--- config.mk ---
export PLATFORM = sky130hd
export DESIGN_NAME = phase_gen_flat
export DESIGN_NICKNAME = d
export VERILOG_FILES = /design/src/rtl/phase_gen_if.sv /design/src/rtl/phase_gen.sv /design/src/flat_wrapper.sv
export SDC_FILE = /design/constraint.sdc
export NUM_CORES = 1
export LEC_CHECK = 0
export CAP_MARGIN = 5
export CORE_MARGIN = 8
export CORE_UTILIZATION = 53
export DETAILED_ROUTE_END_ITERATION = 10
export PLACE_DENSITY = 0.77
export SYNTH_ARGS = -nofsm -noshare
export SYNTH_HDL_FRONTEND = slang
export SYNTH_SLANG_ARGS = --single-unit
--- constraint.sdc ---
create_clock -name clk -period 5.9 [get_ports clk]
set_clock_uncertainty 0.2 [all_clocks]
set_input_delay 1.77 -clock clk [delete_from_list [all_inputs] [get_ports clk]]
set_output_delay 1.77 -clock clk [all_outputs]
set_load 0.005 [all_outputs]
--- src/rtl/phase_gen_if.sv ---
// rtl/phase_gen_if.sv - tuning-word update channel between a controller and phase_gen
interface phase_gen_if #(
  parameter int PHASE_W = 21,
  parameter int FRAC_W  = 11
) ();
  localparam int ACC_W = PHASE_W + FRAC_W;

  logic [ACC_W-1:0]   ftw_data;
  logic [PHASE_W-1:0] poff_data;
  logic               upd_mode;
  logic               ftw_valid;
  logic               ftw_ready;

  modport master (
    output ftw_data,
    output poff_data,
    output upd_mode,
    output ftw_valid,
    input  ftw_ready
  );

  modport slave (
    input  ftw_data,
    input  poff_data,
    input  upd_mode,
    input  ftw_valid,
    output ftw_ready
  );
endinterface

--- src/rtl/phase_gen.sv ---
// rtl/phase_gen.sv - NCO phase accumulator with immediate or wrap-deferred tuning updates
module phase_gen #(
  parameter int PHASE_W = 21,
  parameter int FRAC_W  = 11
) (
  input  logic               clk,
  input  logic               rst,
  phase_gen_if.slave         upd,
  input  logic               sample_en,
  input  logic               sync_clr,
  output logic [PHASE_W-1:0] phase,
  output logic               phase_valid,
  output logic               wrap,
  output logic [1:0]         quadrant
);
  localparam int ACC_W = PHASE_W + FRAC_W;

  typedef enum logic [1:0] {
    ST_IDLE = 2'd0,
    ST_RUN  = 2'd1,
    ST_PEND = 2'd2
  } state_t;

  state_t             state_q, state_d;
  logic [ACC_W-1:0]   acc_q, acc_d;
  logic [ACC_W-1:0]   ftw_q, ftw_d;
  logic [PHASE_W-1:0] poff_q, poff_d;
  logic [ACC_W-1:0]   shd_ftw_q, shd_ftw_d;
  logic [PHASE_W-1:0] shd_poff_q, shd_poff_d;
  logic               carry_q, carry_d;
  logic [PHASE_W-1:0] phase_q, phase_d;
  logic               phase_valid_q, phase_valid_d;
  logic               wrap_q, wrap_d;

  logic               handshake;
  logic               step;
  logic [ACC_W:0]     sum;

  assign upd.ftw_ready = (state_q != ST_PEND);
  assign handshake     = upd.ftw_valid && upd.ftw_ready;
  assign step          = (state_q != ST_IDLE) && sample_en && !sync_clr;
  assign sum           = {1'b0, acc_q} + {1'b0, ftw_q};

  always_ff @(posedge clk or posedge rst) begin
    if (rst) begin
      state_q       <= ST_IDLE;
      acc_q         <= '0;
      ftw_q         <= '0;
      poff_q        <= '0;
      shd_ftw_q     <= '0;
      shd_poff_q    <= '0;
      carry_q       <= 1'b0;
      phase_q       <= '0;
      phase_valid_q <= 1'b0;
      wrap_q        <= 1'b0;
    end else begin
      state_q       <= state_d;
      acc_q         <= acc_d;
      ftw_q         <= ftw_d;
      poff_q        <= poff_d;
      shd_ftw_q     <= shd_ftw_d;
      shd_poff_q    <= shd_poff_d;
      carry_q       <= carry_d;
      phase_q       <= phase_d;
      phase_valid_q <= phase_valid_d;
      wrap_q        <= wrap_d;
    end
  end

  always_comb begin
    state_d       = state_q;
    acc_d         = acc_q;
    ftw_d         = ftw_q;
    poff_d        = poff_q;
    shd_ftw_d     = shd_ftw_q;
    shd_poff_d    = shd_poff_q;
    carry_d       = carry_q;
    phase_d       = phase_q;
    phase_valid_d = 1'b0;
    wrap_d        = 1'b0;

    // Output is the pre-increment accumulator, so the step always uses the current ftw/poff
    if (sync_clr) begin
      acc_d   = '0;
      carry_d = 1'b0;
    end else if (step) begin
      phase_d       = acc_q[ACC_W-1:FRAC_W] + poff_q;
      acc_d         = sum[ACC_W-1:0];
      carry_d       = sum[ACC_W];
      wrap_d        = carry_q;
      phase_valid_d = 1'b1;
    end

    case (state_q)
      ST_IDLE: begin
        if (handshake) begin
          ftw_d   = upd.ftw_data;
          poff_d  = upd.poff_data;
          acc_d   = '0;
          carry_d = 1'b0;
          state_d = ST_RUN;
        end
      end
      ST_RUN: begin
        if (handshake) begin
          if (upd.upd_mode) begin
            shd_ftw_d  = upd.ftw_data;
            shd_poff_d = upd.poff_data;
            state_d    = ST_PEND;
          end else begin
            ftw_d  = upd.ftw_data;
            poff_d = upd.poff_data;
          end
        end
      end
      ST_PEND: begin
        // The carrying step lands the accumulator on the cycle boundary; swap words there
        if (step && sum[ACC_W]) begin
          ftw_d   = shd_ftw_q;
          poff_d  = shd_poff_q;
          state_d = ST_RUN;
        end
      end
      default: state_d = ST_IDLE;
    endcase
  end

  assign phase       = phase_q;
  assign phase_valid = phase_valid_q;
  assign wrap        = wrap_q;
  assign quadrant    = phase_q[PHASE_W-1:PHASE_W-2];
endmodule

--- src/flat_wrapper.sv ---
// flat-port wrapper written by rule: the top's interface ports become plain ports
module phase_gen_flat 
#(
  parameter int PHASE_W = 21,
  parameter int FRAC_W  = 11
)
  (clk, rst, sample_en, sync_clr, phase, phase_valid, wrap, quadrant, upd_ftw_data, upd_poff_data, upd_upd_mode, upd_ftw_valid, upd_ftw_ready);
  phase_gen_if #(.PHASE_W(PHASE_W), .FRAC_W(FRAC_W)) upd_i ();
  input  logic clk;
  input  logic rst;
  input  logic sample_en;
  input  logic sync_clr;
  output logic [PHASE_W-1:0] phase;
  output logic phase_valid;
  output logic wrap;
  output logic [1:0] quadrant;
  input wire logic [$bits(upd_i.ftw_data)-1:0] upd_ftw_data;
  input wire logic [$bits(upd_i.poff_data)-1:0] upd_poff_data;
  input wire logic [$bits(upd_i.upd_mode)-1:0] upd_upd_mode;
  input wire logic [$bits(upd_i.ftw_valid)-1:0] upd_ftw_valid;
  output wire logic [$bits(upd_i.ftw_ready)-1:0] upd_ftw_ready;
  assign upd_i.ftw_data = upd_ftw_data;
  assign upd_i.poff_data = upd_poff_data;
  assign upd_i.upd_mode = upd_upd_mode;
  assign upd_i.ftw_valid = upd_ftw_valid;
  assign upd_ftw_ready = upd_i.ftw_ready;
  phase_gen #(.PHASE_W(PHASE_W), .FRAC_W(FRAC_W)) u_core (.clk(clk), .rst(rst), .upd(upd_i), .sample_en(sample_en), .sync_clr(sync_clr), .phase(phase), .phase_valid(phase_valid), .wrap(wrap), .quadrant(quadrant));
endmodule
==> results.json, run 1 <==
{
  "synth_nets": 1097,
  "cp_cell_sequence": "clkdlybuf4s50_1, o21a_1, buf_4, nand2_1, inv_1, buf_4, a32o_4, mux2_1",
  "cts_buffer_depth": 2,
  "rr_worst_depth": 10,
  "syn_avg_cell_area_sq_um": 9.799,
  "worstMarginPinSlew_ns": 1.057,
  "die_x_um": 150.9,
  "synth_simple_gate_area_frac": 0.1573,
  "antenna_found_initial": 0,
  "synth-compound-area-share": 0.1390,
  "core-area_sq_mm": 0.01790,
  "tritoncts": "done",
  "max_freq_mhz": 224.8,
  "slowest_delay_ns": 0.95,
  "grt_pass1_wl_um": 37250,
  "synth-adder-area-share": 0.07163,
  "drc": 0,
  "postCtsHoldBufs": 0,
  "syn_area_sq_mm": 0.009642,
  "pin_count": 85,
  "place_congestion": 0.9343,
  "worst_setup_path_end_kind": "register",
  "post_cts_buffers": 0,
  "crit_slowest_cell": "a32o_4",
  "yosysWarnings": 0,
  "crit_required_ns": 6.01,
  "drtPass1Iterations": 5,
  "finalHoldViolCount": 0,
  "synth_top_family_by_area": "simple AND/OR/NAND/NOR gates",
  "rows": 49,
  "wl_per_cell_um": 17.42,
  "cts_buffers": 17,
  "crit_arrival_ns": 4.56,
  "antenna_left": 0,
  "path_buf_inv": 4,
  "syn_inst": 984,
  "synthArstFlopShare": 1.000,
  "clock_latency_ns": 0.43,
  "cp_top_family": "buffers and inverters",
  "synth_edf_count": 0,
  "synth-seq-cells": 164,
  "status": "completed",
  "ir_worst_vdd_mv": 0.3062,
  "cts_sinks": 164,
  "via_per_inst": 5.760,
  "dr.first_iter.drc_count": 518,
  "grt_usage": 0.2052,
  "synth.area.mux_share": 0.1482,
  "final_area_sq_mm": 0.01124,
  "hp-class": "reg -> reg",
  "path_depth": 8,
  "htreeDepth": 4,
  "io_buffers": 84,
  "diodes": 0,
  "grt-ovfl-total": 0,
  "ys_seq_area_frac": 0.4256,
  "die_area_sq_mm": 0.02276,
  "cts_resized": 0,
  "nets": 1161,
  "die_y_um": 150.9,
  "period_share": 0.7538,
  "hpwl_um": 15400,
  "grt_max_degree": 165,
  "final.min_clock_period_ns": 4.447,
  "cap_violations": 0,
  "setup_violations": 0,
  "vias": 7425,
  "worstSetupPathType": "in -> reg",
  "area_growth_pct": 16.60,
  "tns_ns": 0,
  "yosys.cell_types.count": 63,
  "wl_um": 22460,
  "relSlewSlack": 0.2953,
  "grt_pass1_vias": 7317,
  "crit_top_cell": "buf_4",
  "root_buffer": "clkbuf_16",
  "maxSlewViolCount": 0,
  "power_density_mw_per_mm2": 550.8,
  "p_leak_nw": 5.289,
  "initial_core_util": 0.5386,
  "setup.worst_path.start_class": "primary input",
  "rsz0062_at_grt": "no",
  "synth_ff_type": "dfrtp_1",
  "synth-xor-area-share": 0.02634,
  "path_clk_slew_ns": 0.06,
  "critical_path.max_fanout": 53,
  "drive_above_1_share": 0.1481,
  "whs_path_depth": 2,
  "dpl_cell_area_sq_mm": 0.01065
}
flip-flops by register name, summed over array words and instances, names as in the netlist:
name / cells
u_core.wrap: 1
u_core.phase: 21
u_core.state_q: 2
u_core.carry_q: 1
u_core.poff_q: 21
u_core.shd_poff_q: 21
u_core.ftw_q: 32
u_core.acc_q: 32
u_core.shd_ftw_q: 32
u_core.phase_valid: 1
stage by stage:
stage	setup slack (ns)	power [mW]	std cells	hold slack, ns	utilization
floorplan	1.845	4.250	984	0.2534	-
global placement	1.120	4.936	1258	0.2508	0.5948
detailed placement	1.018	5.039	1258	0.2647	0.5948
CTS	1.462	6.199	1289	0.2798	0.6280
global route	1.308	6.636	1289	0.3046	0.6280
finish	1.453	6.192	1289	0.2708	0.6280
placed cells by master (no fill, tap or decap), types with 6 or more instances in the layout:
cell type,instances
a211oi_1,10
a21o_1,20
a21oi_1,68
a31oi_1,9
and3_1,7
and4_1,6
buf_4,8
clkbuf_16,17
clkdlybuf4s50_1,84
dfrtp_1,164
ha_1,52
inv_1,18
mux2_2,55
mux2_4,49
nand2_1,242
nand3_1,17
nor2_1,26
nor3_1,13
o21a_1,15
o21ai_0,41
o21bai_1,7
o31ai_1,7
xnor2_1,15
xor2_1,14
cell usage after synthesis, types with 14 or more instances:
master	count	area, sq um
inv_1	19	71.32
a21oi_1	68	340.3
nand3_1	18	90.09
xnor2_1	15	131.4
ha_1	52	650.6
nand2_1	242	908.4
mux2_4	49	735.7
xor2_1	14	122.6
mux2_2	55	619.3
a21o_1	20	150.1
clkbuf_1	34	127.6
nor2_1	26	97.59
dfrtp_1	164	4104
o21ai_0	42	210.2
o21a_1	15	112.6
layer usage:
layer,up-vias,GRT usage,part of all wire
met3,28,0.03765,0.044
met2,178,0.3212,0.46
met1,3614,0.2823,0.48
met5,-,0.009070,0
met4,0,0.06630,0.016
li1,3605,-,-
cell type report:
| type | count | area [sq um] |
|---|---|---|
| repair buffers | 93 | 920.9 |
| well taps | 229 | 286.5 |
| clock inverters | 10 | 123.9 |
| multi-input cells | 752 | 5258 |
| clock buffers | 21 | 470.5 |
| flip-flops and latches | 164 | 4104 |
| inverters | 20 | 78.83 |
| fillers | 1445 | 6660 |
worst paths after layout:
| check | start | end | slack (ns) |
|---|---|---|---|
| worst max register to register | u_core.ftw_q[0] | u_core.ftw_q[22] | 1.70 |
| worst min register to register | u_core.phase[16] | u_core.phase[16] | 0.27 |
| worst min-delay path | u_core.phase[16] | u_core.phase[16] | 0.27 |
| max in group asynchronous | rst | u_core.ftw_q[6] | 3.13 |
| min in group asynchronous | rst | u_core.shd_poff_q[18] | 1.75 |
| worst max-delay path | sample_en | u_core.ftw_q[22] | 1.45 |
worst register-to-register path, stage by stage (launching register included):
cell and delay [ns]:
dfrtp_1 0.41, ha_1 0.26, fa_1 0.44, a211o_1 0.39, a2111oi_4 0.36, or3_2 0.24
o211a_4 0.18, nor3_1 0.05, or3b_1 0.42, a32o_4 0.68, mux2_1 0.47
cells by family after synthesis:
family | count (synthesis)
buffers and inverters | 68
muxes | 111
and+or+nand+nor | 350
xor gates and xnor gates | 29
DFF | 164
adders and majority gates | 54
AOI/OAI and AO/OA | 208
report_power, final:
part / total, mW / internal (mW) / switching [mW]
registers: 2.03 / 1.65 / 0.384
logic: 3.04 / 1.49 / 1.55
clock network: 1.12 / 0.658 / 0.464
No activity file was read; power rests on OpenSTA's default activity.
==> run 2, diff against run 1 <==
==> constraint.sdc (replaced) <==
create_clock -name clk -period 4 [get_ports clk]
set_clock_uncertainty 0.2 [all_clocks]
set_input_delay 1.2 -clock clk [delete_from_list [all_inputs] [get_ports clk]]
set_output_delay 1.2 -clock clk [all_outputs]
set_load 0.005 [all_outputs]
==> run 2 against run 1 <==
  * Die area unchanged
  * First-iteration DRC count is 1.7% higher
  * Worst setup slack worse by 1.3 ns
  * Clock-buffer cell count shrank 1
  * Critical path depth grew 3
  * Sequential power rose by 47%
  * Global-route usage rose by 0.59 points
  * Power increased by 49%
  * Sequential share of layout area down 0.39 points
==> results.json, run 2 (same netlist as run 1, synthesis figures left out) <==
{
  "status": "completed",
  "p_leak_nw": 5.348,
  "final_common_cell": "nand2_1",
  "final_area_sq_mm": 0.01136,
  "period_share": 0.9502,
  "drive_above_1_share": 0.1546,
  "core-area_sq_mm": 0.01790,
  "fin_util": 0.6348,
  "grt-ovfl-total": 0,
  "area_growth_pct": 17.86,
  "rsz0062_at_grt": "no",
  "max_freq_mhz": 263.1,
  "root_buffer": "clkbuf_16",
  "htreeDepth": 4,
  "maxSlewViolCount": 0,
  "worstMarginPinSlew_ns": 0.9286,
  "slowest_delay_ns": 0.42,
  "final.min_clock_period_ns": 3.801,
  "setup_violations": 0,
  "die_y_um": 150.9,
  "grt_pass1_wl_um": 38220,
  "wl_per_cell_um": 17.74,
  "crit_required_ns": 4.11,
  "die_x_um": 150.9,
  "via_per_inst": 5.788,
  "timing.rr.start": "u_core.ftw_q[0]",
  "cts_buffers": 17,
  "drc": 0,
  "wl_um": 22990,
  "hp-class": "reg -> reg",
  "vias": 7501,
  "tns_ns": 0,
  "relSlewSlack": 0.3809,
  "worstSetupPathType": "reg -> reg",
  "postCtsHoldBufs": 0,
  "cp_cell_sequence": "ha_1, fa_2, a211o_1, a2111oi_4, or3_4, o211a_4, nor3_1, or3b_1, a32o_4, buf_12, mux2_4",
  "hold_end": "u_core.phase[16]",
  "finalHoldViolCount": 0,
  "timing.hold.ws_ns": 0.2696,
  "crit_arrival_ns": 3.91,
  "whs_path_depth": 2,
  "cap_violations": 0,
  "io_buffers": 84,
  "path_clk_slew_ns": 0.06,
  "pin_count": 85,
  "drtPass1Iterations": 4,
  "antenna_left": 0,
  "tritoncts": "done",
  "place_congestion": 0.9368,
  "worst_setup_path_end_kind": "register",
  "die_area_sq_mm": 0.02276,
  "ir_worst_vdd_mv": 0.4897,
  "diodes": 0,
  "grt_usage": 0.2111,
  "cts_buffer_depth": 2,
  "initial_core_util": 0.5386,
  "cts_sinks": 164,
  "critical_path.max_fanout": 29,
  "path_buf_inv": 1,
  "r2r_slack_ns": 0.20,
  "rows": 49,
  "setup.worst_path.start_class": "register",
  "top_regs": "u_core.acc_q: 32 flops, u_core.ftw_q: 32 flops, u_core.shd_ftw_q: 32 flops",
  "rr_worst_depth": 11,
  "nets": 1168,
  "clock_latency_ns": 0.43,
  "preCtsSetupSlack_ns": 0.1505,
  "grt_max_degree": 62,
  "hpwl_um": 16140,
  "dr.first_iter.drc_count": 527,
  "antenna_found_initial": 0,
  "fin_cells": 1296,
  "placed_cells": 1265,
  "fin_ws_ns": 0.1992,
  "fillerInstances": 1462,
  "final_cell_mix": "nand2_1, dfrtp_1, clkdlybuf4s50_1",
  "dpl_cell_area_sq_mm": 0.01075,
  "power_density_mw_per_mm2": 813.1,
  "grt_pass1_vias": 7596,
  "crit_slowest_cell": "or3b_1",
  "power_mw": 9.240,
  "rr_endpoint": "u_core.poff_q[17]",
  "cp_top_family": "compound AO/OA/AOI/OAI gates",
  "worstHoldStart": "u_core.phase[16]"
}
## run 2: cell count changes in the layout (fill, tap and decap cells not counted), sizes merged
cell    delta
buf        +7
bufinv     +1
clkbuf     -1
clkinv     -1
inv        +1
## run 2: layout make-up
class / instances / area [sq um] / area share
multi-input combinational: 752 / 5264 / 0.4632
sequential: 164 / 4104 / 0.3612
timing repair buffer: 100 / 1023 / 0.09007
clock buffer: 20 / 456.7 / 0.04019
tap: 229 / 286.5 / 0.02521
clock inverter: 11 / 150.1 / 0.01321
inverter: 20 / 78.83 / 0.006937
## run 2: what timing repair did
action	4_1_cts	5_1_grt
endpoints found under the hold margin	0	0
buffers inserted	0	0
resized for setup	0	2
setup endpoints to repair	0	52
## run 2: power breakdown
part | internal (mW) | switching [mW]
combinational | 2.23 | 2.33
clock | 1.02 | 0.679
sequential | 2.43 | 0.555
## run 2: worst max-delay path by stage
stage / slack, ns / start / depth (start not counted) / endpoint
2_1_floorplan: 0.39 / u_core.ftw_q[0] / 12 / u_core.ftw_q[0]
3_3_place_gp: 0.22 / u_core.ftw_q[0] / 11 / u_core.ftw_q[23]
3_5_place_dp: 0.15 / u_core.ftw_q[0] / 11 / u_core.ftw_q[23]
4_1_cts: 0.09 / u_core.ftw_q[0] / 11 / u_core.poff_q[5]
5_1_grt: 0.07 / u_core.ftw_q[0] / 11 / u_core.ftw_q[22]
6_report: 0.20 / u_core.ftw_q[0] / 11 / u_core.poff_q[17]
## run 2: worst register-to-register path, stage by stage (launching register included)
cell	delay (ns)
dfrtp_1	0.40
ha_1	0.26
fa_2	0.39
a211o_1	0.34
a2111oi_4	0.34
or3_4	0.22
o211a_4	0.17
nor3_1	0.05
or3b_1	0.42
a32o_4	0.36
buf_12	0.20
mux2_4	0.33
## run 2: routing by layer
| layer | share of wire | up-vias | track usage |
|---|---|---|---|
| li1 | - | 3607 | - |
| met1 | 0.48 | 3630 | 0.2913 |
| met2 | 0.45 | 223 | 0.3268 |
| met3 | 0.053 | 41 | 0.03705 |
| met4 | 0.021 | 0 | 0.07818 |
| met5 | 0 | - | 0 |
==> run 3, diff against run 2 <==
--- a/config.mk
+++ b/config.mk
@@ -7,9 +7,9 @@
 export LEC_CHECK = 0
 export CAP_MARGIN = 5
 export CORE_MARGIN = 8
-export CORE_UTILIZATION = 53
+export CORE_UTILIZATION = 59
 export DETAILED_ROUTE_END_ITERATION = 10
-export PLACE_DENSITY = 0.77
+export PLACE_DENSITY = 0.81
 export SYNTH_ARGS = -nofsm -noshare
 export SYNTH_HDL_FRONTEND = slang
 export SYNTH_SLANG_ARGS = --single-unit
==> constraint.sdc (replaced) <==
create_clock -name clk -period 4.2 [get_ports clk]
set_clock_uncertainty 0.2 [all_clocks]
set_input_delay 1.26 -clock clk [delete_from_list [all_inputs] [get_ports clk]]
set_output_delay 1.26 -clock clk [all_outputs]
set_load 0.005 [all_outputs]
==> run 3 against run 2 <==
  * Final area decreased by 0.75%
  * Register-to-register slack lost 0.05 ns
  * Cell count down 1.3%
  * Largest power group unchanged
  * Critical path type unchanged
  * Via count is 0.44% higher
  * Worst hold slack better by 0.0068 ns
==> results.json, run 3 (same netlist as run 1, synthesis figures left out) <==
{
  "max_freq_mhz": 247.1,
  "seqPwrFrac": 0.329,
  "use_met1": 0.3114,
  "cts_buffer_depth": 2,
  "cap_violations": 0,
  "cp_top_family": "compound AO/OA/AOI/OAI gates",
  "slowest_delay_ns": 0.47,
  "cp_cell_sequence": "ha_1, fa_1, a211o_1, a2111oi_4, or3_2, o211a_4, nor3_1, or3b_1, a32o_4, buf_12, mux2_1",
  "crit_arrival_ns": 4.16,
  "grt.busiest_layer": "met2",
  "fin_util": 0.7074,
  "grt_pass1_wl_um": 38050,
  "crit_slowest_cell": "a32o_4",
  "core-area_sq_mm": 0.01594,
  "dr.first_iter.drc_count": 467,
  "fin_ws_ns": 0.1538,
  "preCtsSetupSlack_ns": 0.1972,
  "antenna_left": 0,
  "die_y_um": 143.8,
  "p_switching_mw": 3.443,
  "hp-class": "reg -> reg",
  "period_share": 0.9634,
  "maxSlewViolCount": 0,
  "tns_ns": 0,
  "cts_sinks": 164,
  "wl_per_cell_um": 18.01,
  "status": "completed",
  "crit_required_ns": 4.31,
  "vias": 7534,
  "worstMarginPinSlew_ns": 0.9566,
  "drtPass1Iterations": 5,
  "tritoncts": "done",
  "setup_violations": 0,
  "grtUsageMet3": 0.04413,
  "via_per_inst": 5.891,
  "relSlewSlack": 0.3598,
  "die_x_um": 143.8,
  "path_clk_slew_ns": 0.07,
  "ir_worst_vdd_mv": 0.3917,
  "drc": 0,
  "hold_end": "u_core.phase[14]",
  "htreeDepth": 4,
  "wl_um": 23040,
  "finalHoldViolCount": 0,
  "diodes": 0,
  "rows": 46,
  "critical_path.max_fanout": 29,
  "met2_usage": 0.3764,
  "final_cell_mix": "nand2_1, dfrtp_1, clkdlybuf4s50_1",
  "rr_endpoint": "u_core.ftw_q[23]",
  "power.share.clock": 0.180,
  "combinationalPowerShare": 0.491,
  "io_buffers": 84,
  "root_buffer": "clkbuf_16",
  "initial_core_util": 0.6048,
  "cts_resized": 0,
  "final_common_cell": "nand2_1",
  "postCtsHoldBufs": 0,
  "worstHoldStart": "u_core.phase[14]",
  "path_buf_inv": 1,
  "grt_pass1_vias": 7485,
  "worst_setup_path_end_kind": "register",
  "timing.hold.ws_ns": 0.2764,
  "grt_max_degree": 165,
  "hpwl_um": 16000,
  "top_regs": "u_core.acc_q: 32 flops, u_core.ftw_q: 32 flops, u_core.shd_ftw_q: 32 flops",
  "timing.rr.start": "u_core.ftw_q[0]",
  "nets": 1163,
  "whs_path_depth": 2,
  "switching_share": 0.3922,
  "cts_buffers": 17,
  "r2r_slack_ns": 0.15,
  "drive_above_1_share": 0.1515,
  "die_area_sq_mm": 0.02069,
  "place_congestion": 0.9110,
  "power_density_mw_per_mm2": 778.5,
  "post_cts_buffers": 0,
  "clock_latency_ns": 0.43,
  "internal_power_mw": 5.337,
  "pin_count": 85,
  "grt-ovfl-total": 0,
  "grt_usage": 0.2337,
  "area_growth_pct": 16.97,
  "final.min_clock_period_ns": 4.046,
  "rsz0062_at_grt": "no",
  "worstSetupPathType": "reg -> reg",
  "p_leak_nw": 5.321,
  "rr_worst_depth": 11,
  "antenna_found_initial": 0,
  "setup.worst_path.start_class": "register"
}
==> run 3: metrics by stage <==
step	area [sq um]	instances	total power, mW
after detailed placement	10680	1247	7.124
after global routing	11280	1279	9.378
final	11280	1279	8.780
after CTS	11280	1279	8.772
after floorplan	9646	984	5.971
after global placement	10680	1247	6.944
==> run 3: worst max-delay path by stage <==
stage,end,from,cells past startpoint
2_1_floorplan,u_core.ftw_q[0],u_core.ftw_q[0],12
3_3_place_gp,u_core.ftw_q[23],u_core.ftw_q[0],11
3_5_place_dp,u_core.ftw_q[23],u_core.ftw_q[0],11
4_1_cts,u_core.ftw_q[23],u_core.ftw_q[0],11
5_1_grt,u_core.ftw_q[23],u_core.ftw_q[0],11
6_report,u_core.ftw_q[23],u_core.ftw_q[0],11
==> run 3: power by group through the flow <==
stage / clock network (mW) / logic [mW] / registers, mW
floorplan: 0 / 3.31 / 2.66
detailed placement: 0 / 4.24 / 2.89
global route: 1.66 / 4.76 / 2.96
finish: 1.58 / 4.31 / 2.89
CTS: 1.60 / 4.30 / 2.87
global placement: 0 / 4.10 / 2.84
==> run 3: cell type report <==
type	instances	area, sq um
Clock buffer	19	452.9
Clock inverter	13	146.4
Fill cell	1215	4664
Inverter	20	78.83
Multi-Input combinational cell	752	5265
Sequential cell	164	4104
Tap cell	216	270.3
Timing Repair Buffer	95	960.9
==> run 3: metal layers <==
metal  part of all wire  vias to the layer above
met5                  0                        -
met4              0.017                        0
met3              0.054                       30
met2               0.47                      214
met1               0.46                     3680
li1                   -                     3610
==> run 3: worst reg2reg max path: stages (launching register included) <==
cell and delay, ns:
dfrtp_1 0.40, ha_1 0.25, fa_1 0.44, a211o_1 0.38, a2111oi_4 0.32, or3_2 0.24
o211a_4 0.18, nor3_1 0.05, or3b_1 0.41, a32o_4 0.47, buf_12 0.24, mux2_1 0.35
